[config.mk]
export PLATFORM = sky130hd
export DESIGN_NAME = clock24_counter
export DESIGN_NICKNAME = d
export VERILOG_FILES = /design/src/rtl/clock24_counter_pkg.sv /design/src/rtl/clock24_counter_bcd2_counter.sv /design/src/rtl/clock24_counter.sv
export SDC_FILE = /design/constraint.sdc
export NUM_CORES = 1
export LEC_CHECK = 0
export BUFFER_PORTS_ARGS = -buffer_cell sky130_fd_sc_hd__buf_2
export CAP_MARGIN = 20
export CORE_MARGIN = 5
export CORE_UTILIZATION = 35
export CTS_BUF_LIST = sky130_fd_sc_hd__clkbuf_8
export DETAILED_ROUTE_END_ITERATION = 12
export HOLD_SLACK_MARGIN = 0.12
export RECOVER_POWER = 100
export SLEW_MARGIN = 10
export SYNTH_ARGS = -nofsm -noshare
export SYNTH_HDL_FRONTEND = slang
export SYNTH_SLANG_ARGS = --single-unit
[constraint.sdc]
create_clock -name CLK -period 2.79 [get_ports CLK]
set_input_delay 0.558 -clock CLK [delete_from_list [all_inputs] [get_ports CLK]]
set_output_delay 0.558 -clock CLK [all_outputs]
set_load 0.1 [all_outputs]
[src/rtl/clock24_counter_pkg.sv]
// Shared state encoding and BCD digit limits for the 24-hour clock core.
package clock24_pkg;

    typedef enum logic [1:0] {
        RUN      = 2'd0,
        SET_HOUR = 2'd1,
        SET_MIN  = 2'd2
    } state_t;

    localparam logic [3:0] SEC_MAX10     = 4'd5;
    localparam logic [3:0] MIN_MAX10     = 4'd5;
    localparam logic [3:0] HOUR_MAX10    = 4'd2;
    localparam logic [3:0] HOUR_MAX1_AT2 = 4'd3;
    localparam logic [3:0] BCD_MAX       = 4'd9;

    // Moduli of the three two-digit fields, derived from their top digit values.
    localparam int SEC_MOD  = (int'(SEC_MAX10) + 1) * 10;
    localparam int MIN_MOD  = (int'(MIN_MAX10) + 1) * 10;
    localparam int HOUR_MOD = int'(HOUR_MAX10) * 10 + int'(HOUR_MAX1_AT2) + 1;

endpackage

[src/rtl/clock24_counter_bcd2_counter.sv]
// Two-digit BCD counter that wraps at MODULUS-1 and flags the wrap as a carry.
module bcd2_counter
    import clock24_pkg::*;
#(
    parameter int MODULUS = 60
) (
    input  logic       clk,
    input  logic       rst,
    input  logic       clr,
    input  logic       inc,
    output logic [3:0] tens,
    output logic [3:0] ones,
    output logic       carry
);

    localparam logic [3:0] LAST10 = 4'((MODULUS - 1) / 10);
    localparam logic [3:0] LAST1  = 4'((MODULUS - 1) % 10);

    logic [3:0] tens_r;
    logic [3:0] ones_r;
    logic       at_last_s;

    assign at_last_s = (tens_r == LAST10) && (ones_r == LAST1);
    assign carry     = inc && at_last_s;
    assign tens      = tens_r;
    assign ones      = ones_r;

    // Digit registers: clear wins over increment, wrap at the modulus.
    always_ff @(posedge clk) begin
        if (rst || clr) begin
            tens_r <= 4'd0;
            ones_r <= 4'd0;
        end else if (inc) begin
            if (at_last_s) begin
                tens_r <= 4'd0;
                ones_r <= 4'd0;
            end else if (ones_r == BCD_MAX) begin
                tens_r <= tens_r + 4'd1;
                ones_r <= 4'd0;
            end else begin
                ones_r <= ones_r + 4'd1;
            end
        end
    end

endmodule

[src/rtl/clock24_counter.sv]
// 24-hour BCD timekeeping core with prescaler, set mode and blinking display enables.
module clock24_counter
    import clock24_pkg::*;
#(
    parameter int CLK_HZ = 50_000_000
) (
    input  logic       CLK,
    input  logic       RST,
    input  logic       MODE,
    input  logic       INC,
    output logic [3:0] HOUR10,
    output logic [3:0] HOUR1,
    output logic [3:0] MIN10,
    output logic [3:0] MIN1,
    output logic [3:0] SEC10,
    output logic [3:0] SEC1,
    output logic       EN_HOUR,
    output logic       EN_MIN,
    output logic       EN_SEC,
    output logic       SEC_TICK
);

    localparam int             PW   = (CLK_HZ > 1) ? $clog2(CLK_HZ) : 1;
    localparam logic [PW-1:0]  LAST = PW'(CLK_HZ - 1);
    localparam logic [PW-1:0]  HALF = PW'(CLK_HZ / 2 - 1);

    state_t        state_r;
    state_t        state_nx_s;
    logic [PW-1:0] count_r;
    logic          blink_r;
    logic          blink_nx_s;
    logic          sec_tick_r;
    logic          en_hour_r;
    logic          en_min_r;
    logic          en_sec_r;

    logic tick_s;
    logic half_s;
    logic pre_clr_s;
    logic sec_clr_s;
    logic sec_inc_s;
    logic min_inc_s;
    logic hour_inc_s;
    logic sec_carry_s;
    logic min_carry_s;
    logic unused_hour_carry_s;

    assign tick_s = (count_r == LAST);
    assign half_s = (count_r == HALF);

    // MODE always wins over INC and over the tick's increment.
    assign sec_inc_s  = (state_r == RUN) && !MODE && tick_s;
    assign min_inc_s  = sec_carry_s || ((state_r == SET_MIN) && !MODE && INC);
    assign hour_inc_s = ((state_r == RUN) && min_carry_s)
                      || ((state_r == SET_HOUR) && !MODE && INC);

    // Next-state, seconds clear, prescaler clear and next blink phase.
    always_comb begin
        state_nx_s = state_r;
        sec_clr_s  = 1'b0;
        pre_clr_s  = 1'b0;
        case (state_r)
            RUN: begin
                if (MODE) begin
                    state_nx_s = SET_HOUR;
                    sec_clr_s  = 1'b1;
                    pre_clr_s  = 1'b1;
                end else begin
                    state_nx_s = RUN;
                end
            end
            SET_HOUR: begin
                if (MODE) begin
                    state_nx_s = SET_MIN;
                end else begin
                    state_nx_s = SET_HOUR;
                end
            end
            SET_MIN: begin
                if (MODE) begin
                    state_nx_s = RUN;
                    pre_clr_s  = 1'b1;
                end else begin
                    state_nx_s = SET_MIN;
                end
            end
            default: begin
                state_nx_s = RUN;
            end
        endcase
        // Blink restarts low with the prescaler so it stays in phase with the second.
        if (pre_clr_s) begin
            blink_nx_s = 1'b0;
        end else if (tick_s || half_s) begin
            blink_nx_s = !blink_r;
        end else begin
            blink_nx_s = blink_r;
        end
    end

    // State, prescaler, blink phase and registered tick/enable outputs.
    always_ff @(posedge CLK) begin
        if (RST) begin
            state_r    <= RUN;
            count_r    <= {PW{1'b0}};
            blink_r    <= 1'b0;
            sec_tick_r <= 1'b0;
            en_hour_r  <= 1'b1;
            en_min_r   <= 1'b1;
            en_sec_r   <= 1'b1;
        end else begin
            state_r    <= state_nx_s;
            blink_r    <= blink_nx_s;
            sec_tick_r <= tick_s;
            if (pre_clr_s || tick_s) begin
                count_r <= {PW{1'b0}};
            end else begin
                count_r <= count_r + PW'(1);
            end
            en_hour_r <= !((state_nx_s == SET_HOUR) && blink_nx_s);
            en_min_r  <= !((state_nx_s == SET_MIN) && blink_nx_s);
            en_sec_r  <= 1'b1;
        end
    end

    bcd2_counter #(.MODULUS(SEC_MOD)) u_sec (
        .clk   (CLK),
        .rst   (RST),
        .clr   (sec_clr_s),
        .inc   (sec_inc_s),
        .tens  (SEC10),
        .ones  (SEC1),
        .carry (sec_carry_s)
    );

    bcd2_counter #(.MODULUS(MIN_MOD)) u_min (
        .clk   (CLK),
        .rst   (RST),
        .clr   (1'b0),
        .inc   (min_inc_s),
        .tens  (MIN10),
        .ones  (MIN1),
        .carry (min_carry_s)
    );

    bcd2_counter #(.MODULUS(HOUR_MOD)) u_hour (
        .clk   (CLK),
        .rst   (RST),
        .clr   (1'b0),
        .inc   (hour_inc_s),
        .tens  (HOUR10),
        .ones  (HOUR1),
        .carry (unused_hour_carry_s)
    );

    assign SEC_TICK = sec_tick_r;
    assign EN_HOUR  = en_hour_r;
    assign EN_MIN   = en_min_r;
    assign EN_SEC   = en_sec_r;

endmodule

Word level (Yosys, flattened, before mapping)
Index checks and enable logic that the tools add are counted.
{ "word_totals": {"ff_bits": 56} }
{ "op_classes": {"add_sub_neg": 7, "n_eq_ne": 13, "mux": 21, "reduce_logical": 32} }
{ "op_table": {"columns": ["op", "n"], "rows": [
  ["4-bit 2-to-1 mux", 12],
  ["26-bit by 1-bit adder with 26-bit output, second input constant", 1],
  ["26-bit by 25-bit equality test with 1-bit output, second input constant", 1],
  ["26-bit equality test, second input constant", 1],
  ["4-bit by 1-bit adder with 4-bit output, second input constant", 6],
  ["1-bit logical AND", 14],
  ["4-bit equality test, second input constant", 3],
  ["4-bit by 2-bit equality test with 1-bit output, second input constant", 2],
  ["4-bit by 3-bit equality test with 1-bit output, second input constant", 2],
  ["1-bit 2-to-1 mux", 6],
  ["2-bit case mux with 3 select lines", 1],
  ["2-bit AND reduction", 3],
  ["2-bit nonzero test", 3],
  ["1-bit logical OR", 5],
  ["2-bit by 1-bit equality test with 1-bit output, second input constant", 2],
  ["2-bit equality test, second input constant", 2],
  ["1-bit logical NOT", 4],
  ["2-bit 2-to-1 mux", 2],
  ["2-bit OR reduction", 2],
  ["2-bit logical NOT", 1]
]} }

Longest topological paths before layout
{ "logic_depth": {"depth_word": 9, "depth_mapped": 9, "depth_no_buf": 7} }

Modules after synthesis
A second synthesis with hierarchy kept.
{ "hier_totals": {"cells_unflattened": 324, "hier_area_um2": 2900.3} }
{ "by_module_without_submodules": {"columns": ["mod", "instances", "cells_per_inst", "area_each_um2"], "rows": [
  ["clock24_counter", 1, 186, 1634.1],
  ["bcd2_counter (u_min ...)", 2, 45, 417.9],
  ["bcd2_counter (u_hour)", 1, 48, 430.4]
]} }

Worst setup path before layout
Ideal clock, no wire load.
{ "synth_path": {"path_kind": "flip-flop to flip-flop", "from": "register u_sec.ones_r[0], in the netlist u_sec.ones[0]", "to": "register u_hour.tens_r[2], in the netlist u_hour.tens[2]", "t_arrival_ns": 2.578, "required_time_ns": 2.669, "setup_slack_ns": 0.091, "stages_incl_launch_ff": 8, "path_buffers": 1, "cell_sequence": "dfxtp_1 ha_1 and3b_1 clkbuf_1 nand2_1 nor4_4 o211ai_2 mux2_4"} }
{ "synth_between": {"elab_chain_len": 8} }
{ "synth_lines": {"columns": ["item", "line_no", "text"], "rows": [
  ["start: declaration", "clock24_counter_bcd2_counter.sv:20", "logic [3:0] ones_r;"],
  ["start signal: assignment", "clock24_counter_bcd2_counter.sv:41", "ones_r <= ones_r + 4'd1;"],
  ["4-bit equality test", "clock24_counter_bcd2_counter.sv:23", "assign at_last_s = (tens_r == LAST10) && (ones_r == LAST1);"],
  ["1-bit logical AND", "clock24_counter_bcd2_counter.sv:23", null],
  ["1-bit logical AND", "clock24_counter_bcd2_counter.sv:24", "assign carry = inc && at_last_s;"],
  ["1-bit logical OR", "clock24_counter.sv:53", "assign min_inc_s = sec_carry_s || ((state_r == SET_MIN) && !MODE && INC);"],
  ["1-bit logical AND", "clock24_counter_bcd2_counter.sv:24", null],
  ["1-bit logical AND", "clock24_counter.sv:54", "assign hour_inc_s = ((state_r == RUN) && min_carry_s)"],
  ["1-bit logical OR", "clock24_counter.sv:55", "|| ((state_r == SET_HOUR) && !MODE && INC);"],
  ["2-bit AND reduction (no line)", null, null],
  ["end signal: assignment", "clock24_counter_bcd2_counter.sv:38", "tens_r <= tens_r + 4'd1;"],
  ["end: declaration", "clock24_counter_bcd2_counter.sv:19", "logic [3:0] tens_r;"]
]} }
No other way between the ends.
A chain may end at the register's enable or synchronous reset.

Final worst setup path
{ "layout_path": {"from": "register count_r[0]", "to": "register u_hour.tens_r[2], in the netlist u_hour.tens[2]"} }
{ "layout_between": {"elab_chain_len": 8} }
{ "layout_lines": {"columns": ["item", "line_no", "text"], "rows": [
  ["start: declaration", "clock24_counter.sv:29", "logic [PW-1:0] count_r;"],
  ["start signal: assignment", "clock24_counter.sv:105", "count_r <= {PW{1'b0}};"],
  ["start signal: assignment", "clock24_counter.sv:116", "count_r <= {PW{1'b0}};"],
  ["start signal: assignment", "clock24_counter.sv:118", "count_r <= count_r + PW'(1);"],
  ["26-bit equality test", "clock24_counter.sv:48", "assign tick_s = (count_r == LAST);"],
  ["1-bit logical AND", "clock24_counter.sv:52", "assign sec_inc_s = (state_r == RUN) && !MODE && tick_s;"],
  ["1-bit logical AND", "clock24_counter_bcd2_counter.sv:24", null],
  ["1-bit logical OR", "clock24_counter.sv:53", null],
  ["1-bit logical AND", "clock24_counter_bcd2_counter.sv:24", null],
  ["1-bit logical AND", "clock24_counter.sv:54", null],
  ["1-bit logical OR", "clock24_counter.sv:55", null],
  ["2-bit AND reduction (no line)", null, null]
]} }
No other way between the ends.

==> metrics.txt <==
status finished clean; cells after synthesis around 350; # setup viols final 0; worst-margin pin slew 1.21 ns; end point of the critical path u_hour.tens[2]; share of layout cells above drive strength 1 7.41%; RSZ-0062 raised after global routing false; commonest cells in the netlist dfxtp_1, nor2_1, nor3_1, nand2_1, nand3_1; xor-xnor portion of the synthesized cell area roughly 7.3%; Critical Path RT about 3.0 ns; drt wl/cell about 13 um; post-cts resize count 0; Lkg Pwr about 1.1 nW; final wirelength between 6000 and 7000 um; average size of a mapped cell around 8.6 um2; sequential share of the synthesized area 37.2%; CTS sink cnt 56; Initial Util 36.3%; final setup TNS 0 ns; clk slew on worst S/H paths roughly 0.10 ns; Slew Limit Fails 0; vias in the first global route roughly 2300; most used flip-flop cell after synthesis dfxtp_1; Die Width ~100 um; worst r2r path cells 6; H-tree depth 2; core area 8300 um2; area share of the largest cell type after synthesis 37.2%; # hold bufs at CTS 0; RR Endpoint u_hour.tens[2]; Total Die Area 10600 um2; Root Buffer clkbuf_8; top post-synthesis cells by area dfxtp_1, nor2_1, ha_1; antenna fix cells 0; Vias about 2500; Synth Register Bits 56; CTS tree built; Relative slew margins 19.6%; synth-to-layout area growth 9.39%; final HPWL from detailed placement ~4500 um; r2r startpoint count_r[0]; Ys Warns 0; Synth Area in Adders 5.40%; post-synthesis mux area share about 2.5%; crit path from count_r[0]; post-layout net count 394; Simple-Gate Fraction of Synth Area roughly 33%; Max VDD drop 0.191 mV; Tot Pwr 1.37 mW; # placed instances 475; post-synth top area cell dfxtp_1; EDFF count, synth 0; Unique masters post-synth 56; clock skew 0.00856 ns; Final Critical Period 2.33 ns; Tightest Hold Check Type flip-flop to flip-flop; asr flop ratio synth 0%; utilization after layout 39.7%; fillers 874; num rows 33; Final period util 83.6%; crit path capture type flip-flop; Initial DRC Count 70; post-synthesis compound-gate area fraction between 10% and 20%; Residual DRC 0; routability cong. 0.771; Startpoint Class flip-flop; Clock Latency Late Sink 0.32 ns; CP Class flip-flop to flip-flop; Fmax 429 MHz; Post-Layout Cell Count between 400 and 500; Worst R2R Setup Slack 0.46 ns; die height about 100 um; initial antenna violation count 0; crit path max fanout 7; Cell Area, Synth roughly 3000 um2; top-count cell post-synth dfxtp_1; antenna viol nets, final 0; global-route wire length before repair 10500 um; boundary pin count 32; Net Count, Synth 368; arrival time at the worst endpoint between 2 and 3 ns; gr ovfl total 0; pwr/cell area 415 nW/um2; Vias/cell 5.24; Clock Tree Buf Depth 2; largest net degree at the start of global routing 28; largest family of logic cells by synthesized area simple AND/OR/NAND/NOR gates; Tot GR Track Use between 10% and 20%; setup bufs post-CTS 0; CTS Buf Count 5; port buffer count 30; DRT Pass-1 Iters 4; Hold Vio Cnt, Final 0; max-cap violations 0
-- cell families after synthesis --
logic type,count (synthesis)
AND/OR/NAND/NOR,173
flip-flops,56
AO/OA/AOI/OAI,43
buffers and inverters,33
XOR/XNOR,25
adder cells (fa/ha/maj),13
multiplexers,7
other,1
-- per-stage QoR --
step / setup slack (ns) / cell area, um2 / hold slack, ns
detailed placement: 0.387 / 3270 / 0.486
finish: 0.458 / 3290 / 0.497
global route: 0.278 / 3290 / 0.523
floorplan: 0.0907 / 3010 / 0.438
CTS: 0.571 / 3360 / 0.508
global placement: 0.438 / 3270 / 0.454
-- where the power goes --
part | internal [mW] | total (mW) | switching (mW)
logic | 0.0246 | 0.0966 | 0.0720
clock network | 0.176 | 0.451 | 0.275
registers | 0.807 | 0.821 | 0.0133
-- sequential cells by signal, summed over array words and instances, names as in the netlist --
name / cells
u_min.ones: 4
SEC_TICK: 1
u_hour.tens: 4
blink_r: 1
count_r: 26
u_hour.ones: 4
state_r: 2
u_min.tens: 4
u_sec.ones: 4
EN_MIN: 1
EN_HOUR: 1
u_sec.tens: 4
-- metal layers --
layer | global-route usage (%) | share of wire, % | wire, um
met5 | 0 | 0 | 0
met3 | 2.71 | 3.6 | 228
met4 | 2.69 | 0.67 | 42
met2 | 20.1 | 47 | 2920
met1 | 16.2 | 49 | 3060
-- cells in the final DEF (no fill, tap or decap), types with 6 or more instances in the layout --
cell type and count:
and3_1 7, inv_1 17, nand4_1 12, nor3_1 23, nand3_1 19, ha_1 13, nor2_1 50, nor4_1 6
dfxtp_1 56, nand2_1 21, xnor2_1 17, clkbuf_1 28, and3b_1 6, mux2i_1 6, o21ai_0 11, xor2_1 8
-- how the worst min path moves through the flow --
stage                          to          start  slack (ns)  cells past startpoint
detailed placement     count_r[0]     count_r[0]        0.49                      1
global placement       count_r[0]     count_r[0]        0.45                      1
floorplan              count_r[0]     count_r[0]        0.44                      1
global route           count_r[0]     count_r[0]        0.52                      1
CTS                 u_min.tens[3]  u_min.tens[3]        0.51                      2
finish                 count_r[0]     count_r[0]        0.50                      1
-- critical path, stage by stage, from the launching register on --
cell,delay (ns)
dfxtp_1,0.40
ha_1,0.22
and3_1,0.24
nand4_1,0.34
nor4_4,0.55
o211ai_1,0.17
mux2_4,0.32
-- final cells by class --
class                      count  area [um2]  area share, %
clock buffer                   5        68.8           2.09
tap                          105         131           3.99
inverter                      16        60.1           1.82
sequential                    56        1120           34.0
clock inverter                 3        20.0          0.608
multi-input combinational    262        1740           52.7
timing repair buffer          36         158           4.79
Note: power is estimated with default switching activity, not from simulation.
